--- src/rtl/swerv_types_pkg.sv ---
// Shared EXU/IFU types: predictor lookup and training packets.
// BTB index width is the single source for both packet layouts.
package swerv_types_pkg;

  localparam int BTB_IDX_W = 8;

  typedef struct packed {
    logic                 valid;
    logic [BTB_IDX_W-1:0] idx;
    logic                 way;
    logic [1:0]           hist;
  } predict_pkt_t;

  typedef struct packed {
    logic [BTB_IDX_W-1:0] idx;
    logic                 way;
    logic [1:0]           hist;
    logic                 ataken;
    logic                 misp;
  } bp_upd_pkt_t;

endpackage

--- src/rtl/exu_bp_upd_fifo.sv ---
// Two-write/one-read predictor update FIFO.
// Pushes beyond free space are refused, youngest first.
module exu_bp_upd_fifo
  import swerv_types_pkg::*;
#(
  parameter int DEPTH = 4
) (
  input  logic        clk,
  input  logic        rst_l,
  input  logic [1:0]  push_req,
  input  bp_upd_pkt_t push0,
  input  bp_upd_pkt_t push1,
  input  logic        pop,
  output logic        head_valid,
  output bp_upd_pkt_t head,
  output logic [1:0]  push_acc
);

  localparam int PW = $clog2(DEPTH);
  localparam int CW = PW + 1;

  logic [PW-1:0] wptr;
  logic [PW-1:0] rptr;
  logic [PW-1:0] wptr1;
  logic [CW-1:0] count;
  logic [CW-1:0] space;
  bp_upd_pkt_t   mem [DEPTH];

  // a same-cycle pop frees its slot for this cycle's pushes
  assign space = CW'(DEPTH) - count + CW'(pop);
  assign wptr1 = wptr + PW'(1);

  always_comb begin
    push_acc = push_req;
    if (CW'(push_req) > space) begin
      push_acc = space[1:0];
    end
  end

  always_ff @(posedge clk) begin
    if (!rst_l) begin
      wptr  <= '0;
      rptr  <= '0;
      count <= '0;
      for (int i = 0; i < DEPTH; i++) begin
        mem[i] <= '0;
      end
    end else begin
      if (push_acc != 2'd0) begin
        mem[wptr] <= push0;
      end
      if (push_acc == 2'd2) begin
        mem[wptr1] <= push1;
      end
      wptr  <= wptr + PW'(push_acc);
      rptr  <= rptr + PW'(pop);
      count <= count + CW'(push_acc) - CW'(pop);
    end
  end

  assign head_valid = (count != '0);
  assign head       = head_valid ? mem[rptr] : '0;

endmodule

--- src/rtl/exu_bp_resolve_ctl.sv ---
// Upper-pipe branch resolution: flush arbitration to the IFU and
// buffering of predictor training updates.
module exu_bp_resolve_ctl
  import swerv_types_pkg::*;
#(
  parameter int DEPTH = 4,
  parameter int IDX_W = BTB_IDX_W
) (
  input  logic        clk,
  input  logic        rst_l,
  input  logic        freeze,
  input  logic        flush_lower,
  input  logic        i0_valid,
  input  logic        i1_valid,
  input  logic        i0_flush_upper,
  input  logic        i1_flush_upper,
  input  logic [31:1] i0_flush_path,
  input  logic [31:1] i1_flush_path,
  input  bp_upd_pkt_t i0_upd,
  input  bp_upd_pkt_t i1_upd,
  output logic        exu_flush_upper,
  output logic [31:1] exu_flush_path,
  output logic        upd_valid,
  output bp_upd_pkt_t upd_pkt,
  input  logic        upd_ready,
  output logic [7:0]  upd_drop_cnt
);

  if (IDX_W != BTB_IDX_W) begin : g_idx_chk
    $error("IDX_W must match BTB_IDX_W");
  end

  logic        i0_q;
  logic        i1_q;
  logic        i0_fl;
  logic        i1_fl;
  logic        flush_d;
  logic [31:1] path_d;
  logic        flush_r;
  logic [1:0]  push_req;
  logic [1:0]  push_acc;
  logic [1:0]  drop;
  logic [8:0]  drop_sum;
  logic        pop;
  bp_upd_pkt_t push0;

  assign i0_q  = i0_valid & ~flush_lower & ~freeze;
  assign i0_fl = i0_q & i0_flush_upper;
  // an older-lane flush squashes the younger lane entirely
  assign i1_q  = i1_valid & ~flush_lower & ~freeze & ~i0_fl;
  assign i1_fl = i1_q & i1_flush_upper;

  always_comb begin
    flush_d = 1'b0;
    path_d  = exu_flush_path;
    unique case (1'b1)
      i0_fl: begin
        flush_d = 1'b1;
        path_d  = i0_flush_path;
      end
      i1_fl: begin
        flush_d = 1'b1;
        path_d  = i1_flush_path;
      end
      default: begin
        flush_d = 1'b0;
      end
    endcase
  end

  always_ff @(posedge clk) begin
    if (!rst_l) begin
      flush_r        <= 1'b0;
      exu_flush_path <= '0;
    end else begin
      flush_r        <= flush_d;
      exu_flush_path <= path_d;
    end
  end

  assign exu_flush_upper = flush_r & ~freeze;

  assign push_req = {1'b0, i0_q} + {1'b0, i1_q};
  assign push0    = i0_q ? i0_upd : i1_upd;
  assign pop      = upd_valid & upd_ready & ~freeze;

  exu_bp_upd_fifo #(
    .DEPTH(DEPTH)
  ) u_fifo (
    .clk       (clk),
    .rst_l     (rst_l),
    .push_req  (push_req),
    .push0     (push0),
    .push1     (i1_upd),
    .pop       (pop),
    .head_valid(upd_valid),
    .head      (upd_pkt),
    .push_acc  (push_acc)
  );

  assign drop     = push_req - push_acc;
  assign drop_sum = {1'b0, upd_drop_cnt} + 9'(drop);

  always_ff @(posedge clk) begin
    if (!rst_l) begin
      upd_drop_cnt <= '0;
    end else begin
      upd_drop_cnt <= drop_sum[8] ? 8'hff : drop_sum[7:0];
    end
  end

endmodule
--- config.mk ---
export PLATFORM = sky130hd
export DESIGN_NAME = exu_bp_resolve_ctl
export DESIGN_NICKNAME = d
export VERILOG_FILES = /design/src/rtl/swerv_types_pkg.sv /design/src/rtl/exu_bp_upd_fifo.sv /design/src/rtl/exu_bp_resolve_ctl.sv
export SDC_FILE = /design/constraint.sdc
export NUM_CORES = 1
export LEC_CHECK = 0
export ABC_AREA = 1
export BUFFER_PORTS_ARGS = -buffer_cell sky130_fd_sc_hd__buf_2
export CAP_MARGIN = 10
export CORE_ASPECT_RATIO = 0.9
export CORE_UTILIZATION = 30
export DETAILED_ROUTE_END_ITERATION = 12
export PLACE_DENSITY = 0.48
export SYNTH_ARGS = -nofsm -noshare
export SYNTH_HDL_FRONTEND = slang
export SYNTH_HIERARCHICAL = 1
export SYNTH_SLANG_ARGS = --single-unit
--- constraint.sdc ---
create_clock -name clk -period 4.8 [get_ports clk]
set_input_delay 0.24 -clock clk [delete_from_list [all_inputs] [get_ports clk]]
set_output_delay 0.24 -clock clk [all_outputs]
set_load 0.02 [all_outputs]
# After elaboration in Yosys (flattened, before gate mapping)
# Memories as Yosys holds them, arrays and structs flattened. A register that Yosys moved wholly into a read port is not among the register bits.
# Index checks and enable logic that the tools add are counted.
# totals
reg_bits	47
mem_bits_rw	52
elab_cells	58
memories	1
# memory_table
memory	words	width	rd	rd_clocked_by_memory_dff	wr	line_no	rtl
u_fifo.mem	4	13	1	1	4	exu_bp_upd_fifo.sv:27	bp_upd_pkt_t mem [DEPTH];
# classes
n_addsub	10
order_cmp	1
eq_ne	1
n_mux	20
bitwise_logic	13
n_reduce_logical	6
# op_table
cell	n
case mux 31 bit (2 select lines)	1
two-way mux 13 bit	4
OR reduction 13 bit	2
bitwise AND 1 bit	10
two-way mux 1 bit	10
adder 8 x 2 -> 9 bit	1
two-way mux 2 bit	4
two-way mux 8 bit	1
nonzero test 2 bit	2
adder 3 x 1 -> 3 bit	1
adder 3 x 2 -> 3 bit	1
greater-than comparator 2 x 3 -> 1 bit	1
NOT 1 bit	3
nonzero test 3 bit	1
subtractor 3 x 1 -> 3 bit	1
subtractor 3 bit (first input constant)	1
adder 1 x 1 -> 2 bit	1
adder 2 x 1 -> 2 bit	1
adder 2 x 1 -> 2 bit (second input constant)	1
adder 2 bit	1
== test 2 bit (second input constant)	1
OR reduction 2 bit	1
subtractor 2 bit	1

# Logic depth before layout (Yosys ltp)
# Gate-level depths: netlist (run 1).
# depth
depth_word	15
depth_mapped	28
depth_no_buf	27

# By module
# Netlist (run 1), hierarchy kept.
# by_module_without_submodules
module	n_inst	cells_per_inst	area_each_um2	seq_area_each_um2
exu_bp_upd_fifo	1	394	3407.0	1701.6
exu_bp_resolve_ctl	1	386	2327.2	800.8

# Worst setup path before layout (run 1)
# Ideal clock, no wire load.
# synth_path
path_kind	register -> register
startpoint	register u_fifo.count[0]
endpoint	register upd_drop_cnt[5]
setup_ns	0.109
arrival_time_ns	3.772
slack_ns	0.919
stages_incl_launch_ff	27
n_path_buf	1
period_less_slack_ns	3.881
cell_sequence	dfxtp_1 > nor3_1 > clkbuf_1 > inv_1 > nand2_1 > nor2_1 > inv_1 > ha_1 > inv_1 > ha_1 > inv_1 > nand2_1 > nand2_1 > nand4_1 > nand2_2 > inv_1 > ha_1 > xnor2_1 > xor2_1 > inv_1 > fa_1 > inv_1 > nor3_2 > nand3_1 > nand3_1 > nand2_1 > inv_1
# synth_via
elab_chain_cells	9
# synth_lines
item	line_no	rtl
start, declared	exu_bp_upd_fifo.sv:25	logic [CW-1:0] count;
start signal, assigned	exu_bp_upd_fifo.sv:57	count <= count + CW'(push_acc) - CW'(pop);
nonzero test 3 bit (*)	exu_bp_upd_fifo.sv:61	assign head_valid = (count != '0);
net upd_valid	exu_bp_resolve_ctl.sv:23	output logic upd_valid,
bitwise AND 1 bit (*) (2 in series)	exu_bp_resolve_ctl.sv:85	assign pop = upd_valid & upd_ready & ~freeze;
net pop	exu_bp_resolve_ctl.sv:44	logic pop;
adder 3 x 1 -> 3 bit (*)	exu_bp_upd_fifo.sv:30	assign space = CW'(DEPTH) - count + CW'(pop);
greater-than comparator 2 x 3 -> 1 bit	exu_bp_upd_fifo.sv:35	if (CW'(push_req) > space) begin
two-way mux 2 bit (*)	exu_bp_upd_fifo.sv:35	
net push_acc[0]	exu_bp_resolve_ctl.sv:41	logic [1:0] push_acc;
subtractor 2 bit (*)	exu_bp_resolve_ctl.sv:101	assign drop = push_req - push_acc;
adder 8 x 2 -> 9 bit (*)	exu_bp_resolve_ctl.sv:102	assign drop_sum = {1'b0, upd_drop_cnt} + 9'(drop);
two-way mux 8 bit (*)	exu_bp_resolve_ctl.sv:108	upd_drop_cnt <= drop_sum[8] ? 8'hff : drop_sum[7:0];
end signal, assigned	exu_bp_resolve_ctl.sv:108	
end, declared	exu_bp_resolve_ctl.sv:26	output logic [7:0] upd_drop_cnt
# The timed path passes the listed nets; every way through them passes the cells marked *.
# A chain may end at the register's enable or synchronous reset.

# Worst setup path in the final report (run 1)
# layout_path
startpoint	register u_fifo.count[1]
endpoint	register upd_drop_cnt[5]
# layout_via
elab_chain_cells	9
# layout_lines
item	line_no
nonzero test 3 bit (*)	exu_bp_upd_fifo.sv:61
bitwise AND 1 bit (*) (2 in series)	exu_bp_resolve_ctl.sv:85
net pop	exu_bp_resolve_ctl.sv:44
adder 3 x 1 -> 3 bit (*)	exu_bp_upd_fifo.sv:30
greater-than comparator 2 x 3 -> 1 bit	exu_bp_upd_fifo.sv:35
two-way mux 2 bit (*)	exu_bp_upd_fifo.sv:35
net push_acc[0]	exu_bp_resolve_ctl.sv:41
subtractor 2 bit (*)	exu_bp_resolve_ctl.sv:101
adder 8 x 2 -> 9 bit (*)	exu_bp_resolve_ctl.sv:102
two-way mux 8 bit (*)	exu_bp_resolve_ctl.sv:108
# Marks and branches as above.

==> flow_metrics.tcl, run 1 <==
set metrics [dict create \
    status "completed" \
    switching_share_pct 37.8 \
    rsz0062_at_grt "false" \
    grt_usage_pct 18.3 \
    finalPower_mw 2.70 \
    relSlewSlack_pct 27.3 \
    timing.final.crit_period_ps 4110 \
    htreeDepth 3 \
    pwr-share-comb_pct 33.2 \
    cap_viol_max_count 0 \
    p_switching_mw 1.02 \
    final_layout_size_suffix_gt1_share_pct 21.2 \
    cts.repair.resized 0 \
    cp.buffers_inverters 8 \
    rows 47 \
    synth_top_family_by_area "simple AND/OR/NAND/NOR gates" \
    power_density_mw_per_mm2 389 \
    dpl_cell_area_mm2 0.00664 \
    ys.warnings.count 6 \
    crit_path_end_kind "flop" \
    cp_max_fo 14 \
    synth_compound_area_share_pct 9.58 \
    synth_xor_xnor_area_share_pct 1.37 \
    cp_top_family "simple AND/OR/NAND/NOR gates" \
    drtIter0Drc 300 \
    cts_root_buf "clkbuf_16" \
    power_frac_clock_pct 28.0 \
    clock_latency_ps 340 \
    yosysUniqueCellTypes 32 \
    grt_pass1_vias 5072 \
    setup_tns_ps 0 \
    critPathMaxStageDelay_ps 590 \
    viasPerCell 4.65 \
    fp.dieW_um 148 \
    ant_nets 0 \
    grt_overflow_total 0 \
    area_growth_pct 21.1 \
    finalSetupViolCount 0 \
    synth-simple-area-share_pct 31.5 \
    hold_violations 0 \
    synthMuxAreaShare_pct 0 \
    p_int_mw 1.68 \
    place.gp.congestion 0.804 \
    start_kind "flop" \
    die_y_um 133 \
    seqPwrFrac_pct 38.9 \
    p_leak_nw 3.22 \
    antenna_found_initial 0 \
    cts_buffers 9 \
    path_clk_slew_ps 80 \
    clock_skew_ps 5.66 \
    drc 0 \
    synth_area_leaders "edfxtp_1 (27%), dfxtp_1 (16%), nor2_1 (10%), nand2_1 (9.9%), nand4_1 (8.0%)" \
    grt_pass1_wl_mm 27.8 \
    irDropWorstVdd_v 0.000198 \
    port_buffers 150 \
    cts_hold_buf 0 \
    hpwl_mm 12.2 \
    hp-class "in -> reg" \
    ys_ff_latch 99 \
    cp.arrival_ps 4350 \
    clock-sinks 99 \
    hold_ws_ps 187 \
    crit_type "reg -> reg" \
    wirelength_mm 17.5 \
    synth_ff_type "edfxtp_1" \
    vias 5373 \
    layout_common_cells "nor2_1 (155), nand2_1 (151), buf_2 (150), inv_1 (86), o21ai_0 (74)" \
    crit_path_top_delay_cell "nor3_4" \
    start_util_pct 31.0 \
    grt_max_degree 66 \
    die_area_mm2 0.0197 \
    drt_first_pass_iters 4 \
    slew_violations 0 \
    cp.required_ps 5040 \
    synthCells 780 \
    fin_nets 1017 \
    crit_top_cell "inv_1" \
    syn_nets 891 \
    worst_slew_pin_slew_ps 1080 \
    synth_fa_ha_area_share_pct 3.32 \
    cts_tree "yes" \
    synth_area_leader_cell "edfxtp_1" \
    yosysTopAreaCellShare_pct 27.2 \
    ioPinCount 151 \
    async_reset_ff_share_pct 0 \
    seq_area_frac_synth_pct 43.6 \
    routedWlPerCell_um 15.1 \
    coreArea_mm2 0.0185 \
    period_share_pct 85.6 \
    syn_area_mm2 0.00573 \
    layout_commonest_cell "nor2_1" \
    synth.avg_cell_area_um2 7.35 \
    postCtsSetupBuffers 0 \
    cts.path.max_buffers 2 \
    synth_edf_count 52 \
    n_antenna_cell 0 \
    fmax_mhz 243 \
    final_cell_area_mm2 0.00694 \
]
-- metal layers --
metal | vias up | part of all wire [%] | GRT usage, %
met3 | 22 | 5.9 | 4.14
li1 | 2822 | - | -
met2 | 154 | 46 | 29.2
met1 | 2375 | 47 | 24.1
met5 | - | 0 | 0
met4 | 0 | 1.7 | 6.53
-- worst min-delay path, stage by stage --
cell and delay (ps):
buf_2 80, nand2_1 40, nand2_1 50, nor2_1 30
nor2_1 60
-- area by class of cell --
cell class / count / area, um2
fillers: 1936 / 11600
multi-input cells: 543 / 2650
flip-flops and latches: 99 / 2500
repair buffers: 164 / 856
inverters: 89 / 334
well taps: 245 / 307
clock buffers: 9 / 225
clock inverters: 7 / 75.1
-- worst paths after layout --
kind | startpoint | end | slack, ps | depth (start not counted)
max | u_fifo/count[1] | upd_drop_cnt[5] | 690 | 25
min | i0_flush_path[15] | exu_flush_path[15] | 190 | 5
max reg2reg | u_fifo/count[1] | upd_drop_cnt[5] | 690 | 25
min reg2reg | upd_drop_cnt[7] | upd_drop_cnt[6] | 550 | 2
-- per-stage QoR --
step,cells,utilization (%),setup slack [ps]
floorplan,780,-,919
global placement,1140,35.8,428
detailed placement,1140,35.8,286
CTS,1156,37.5,255
global route,1156,37.5,190
finish,1156,37.5,691
-- sequential cells by signal, summed over array words and instances, names as in the netlist --
| register | cells |
|---|---|
| u_fifo/count | 3 |
| u_fifo/mem | 52 |
| u_fifo/wptr | 2 |
| flush_r | 1 |
| exu_flush_path | 31 |
| u_fifo/rptr | 2 |
| upd_drop_cnt | 8 |
-- cell families after synthesis --
logic type      after synthesis
buf+inv                     138
xor+xnor                      9
simple gates                414
fa+ha+maj                    14
flops                        99
compound gates              106
-- cell usage after synthesis, types with 6 or more instances --
library cell	count
a21oi_1	21
buf_2	9
buf_4	6
buf_6	7
clkbuf_1	19
dfxtp_1	47
edfxtp_1	52
ha_1	12
inv_1	86
nand2_1	151
nand3_1	25
nand4_1	73
nor2_1	156
o21ai_0	74
o21ai_1	7
-- power by group through the flow --
stage | Clock [mW] | Combinational [mW] | Sequential [mW]
6_report | 0.755 | 0.896 | 1.05
3_5_place_dp | 0 | 0.905 | 1.07
3_3_place_gp | 0 | 0.903 | 1.07
2_1_floorplan | 0 | 0.602 | 1.07
5_1_grt | 0.797 | 1.02 | 1.06
4_1_cts | 0.775 | 0.909 | 1.05
Note: power is estimated with default switching activity, not from simulation.
==> inputs of run 2 (changes only) <==
--- a/config.mk
+++ b/config.mk
@@ -9,9 +9,9 @@
 export BUFFER_PORTS_ARGS = -buffer_cell sky130_fd_sc_hd__buf_2
 export CAP_MARGIN = 10
 export CORE_ASPECT_RATIO = 0.9
-export CORE_UTILIZATION = 30
+export CORE_UTILIZATION = 54
 export DETAILED_ROUTE_END_ITERATION = 12
-export PLACE_DENSITY = 0.48
+export PLACE_DENSITY = 0.79
 export SYNTH_ARGS = -nofsm -noshare
 export SYNTH_HDL_FRONTEND = slang
 export SYNTH_HIERARCHICAL = 1
==> flow_metrics.tcl, run 2 (synthesized netlist as in run 1, its figures left out) <==
set metrics [dict create \
    layout_common_cells "nor2_1 (155), nand2_1 (151), buf_2 (150), inv_1 (86), o21ai_0 (74)" \
    cts_root_buf "clkbuf_16" \
    drtIter0Drc 498 \
    largest_register_ffs 52 \
    cts_tree "yes" \
    fillers 913 \
    crit_path_end_kind "flop" \
    routedWlPerCell_um 14.6 \
    crit_type "reg -> reg" \
    antenna_found_initial 0 \
    ff2ff_path_depth 27 \
    die_area_mm2 0.0110 \
    min_path_cells 5 \
    slew_violations 0 \
    vias 5580 \
    crit_cells 27 \
    timing.final.crit_period_ps 3980 \
    htreeDepth 3 \
    critPathMaxStageDelay_ps 430 \
    fp.dieW_um 111 \
    power_density_mw_per_mm2 387 \
    fmax_mhz 251 \
    viasPerCell 5.38 \
    worst_slew_pin_slew_ps 682 \
    clock_skew_ps 5.05 \
    irDropWorstVdd_v 0.000195 \
    ioPinCount 151 \
    cp.arrival_ps 4210 \
    finalSetupViolCount 0 \
    clock-sinks 99 \
    p_leak_nw 3.20 \
    period_share_pct 82.9 \
    drt_first_pass_iters 6 \
    clock_latency_ps 330 \
    status "completed" \
    path_clk_slew_ps 70 \
    hpwl_mm 10.6 \
    cap_viol_max_count 0 \
    crit_path_top_delay_cell "fa_1" \
    grt_usage_pct 27.9 \
    final_layout_size_suffix_gt1_share_pct 21.0 \
    register_area_mm2 0.00250 \
    rsz0062_at_grt "false" \
    start_kind "flop" \
    fin_nets 1015 \
    grt_overflow_total 0 \
    cp.buffers_inverters 9 \
    cts.repair.resized 0 \
    hold_ws_ps 200 \
    n_antenna_cell 0 \
    hp-class "in -> reg" \
    area_growth_pct 17.7 \
    port_buffers 150 \
    cp.required_ps 5040 \
    coreArea_mm2 0.0103 \
    relSlewSlack_pct 54.4 \
    cts_hold_buf 0 \
    grt_pass1_wl_mm 24.7 \
    grt_max_degree 66 \
    setup_tns_ps 0 \
    hold_violations 0 \
    cts.path.max_buffers 2 \
    cts_buffers 9 \
    top_register "u_fifo/mem" \
    drc 0 \
    ant_nets 0 \
    reg_top3 "u_fifo/mem: 52 flops, exu_flush_path: 31 flops, upd_drop_cnt: 8 flops" \
    layout_commonest_cell "nor2_1" \
    place.gp.congestion 0.844 \
    multi_input_area_mm2 0.00263 \
    wirelength_mm 15.1 \
    cp_max_fo 14 \
    rows 35 \
    postCtsSetupBuffers 0 \
    die_y_um 99.8 \
    cp_top_family "adder cells" \
    start_util_pct 55.7 \
    grt_pass1_vias 5107 \
    crit_top_cell "inv_1" \
]
==> run 2: changes by cell type in the layout (fill, tap and decap cells not counted) <==
cell	previous run	this run
buf_4	14	12
bufinv_16	1	0
clkinv_1	2	1
clkinvlp_4	1	2
inv_6	2	3
nor3_1	0	1
nor3_4	1	0
o21ai_2	0	1
o21ai_4	2	1
==> run 2: path summary, 6_finish.rpt <==
check / start / endpoint / slack, ps
worst min register to register: exu_flush_path[15] / exu_flush_path[15] / 550
worst max register to register: u_fifo/count[2] / upd_drop_cnt[5] / 820
worst min-delay path: i0_flush_path[31] / exu_flush_path[31] / 200
worst max-delay path: u_fifo/count[2] / upd_drop_cnt[5] / 820
==> run 2: worst register-to-register path, cell delays in order (launching register included) <==
cell and delay [ps]:
dfxtp_1 400, nor3_1 70, buf_4 200, inv_1 90, nand2_1 50, nor2_1 170, inv_1 70, ha_1 300
inv_1 80, ha_1 280, inv_1 40, nand2_1 60, nand2_1 80, nand3_1 110, nand2_1 70, nand2_2 100
inv_1 100, ha_1 200, xnor2_1 170, xor2_1 160, inv_1 90, fa_1 430, inv_1 100, nor3_2 60
nand3_1 180, nand3_1 110, nand2_1 80, inv_1 40
==> run 2: power breakdown <==
part	internal, mW	switching, mW
Sequential	0.989	0.0450
Combinational	0.282	0.606
Clock	0.360	0.333
Total	1.63	0.983
==> run 2: metrics by stage <==
stage                     worst slack [ps]  total power, mW  cells  area, um2  util (%)
final                                  822             2.61   1038       6750      65.6
after global routing                   461             2.77   1038       6750      65.6
after CTS                              808             2.62   1038       6750      65.6
after detailed placement               775             1.93   1022       6460      62.8
after global placement                 936             1.92   1022       6460      62.8
after floorplan                        919             1.67    780       5730         -
==> run 2: cell type report <==
type | count | area share, %
Multi-Input combinational cell | 543 | 38.9
Clock buffer | 9 | 3.34
Clock inverter | 7 | 0.853
Timing Repair Buffer | 162 | 12.5
Inverter | 89 | 4.95
Sequential cell | 99 | 37.1
Tap cell | 129 | 2.39
==> run 2: layer usage <==
layer	routed length, um	track usage [%]	up-vias	part of all wire (%)
met5	0	0	-	0
met4	274	8.41	0	1.8
met3	1240	5.67	18	8.2
met2	7170	47.3	243	47
met1	6420	36.3	2508	42
li1	-	-	2811	-
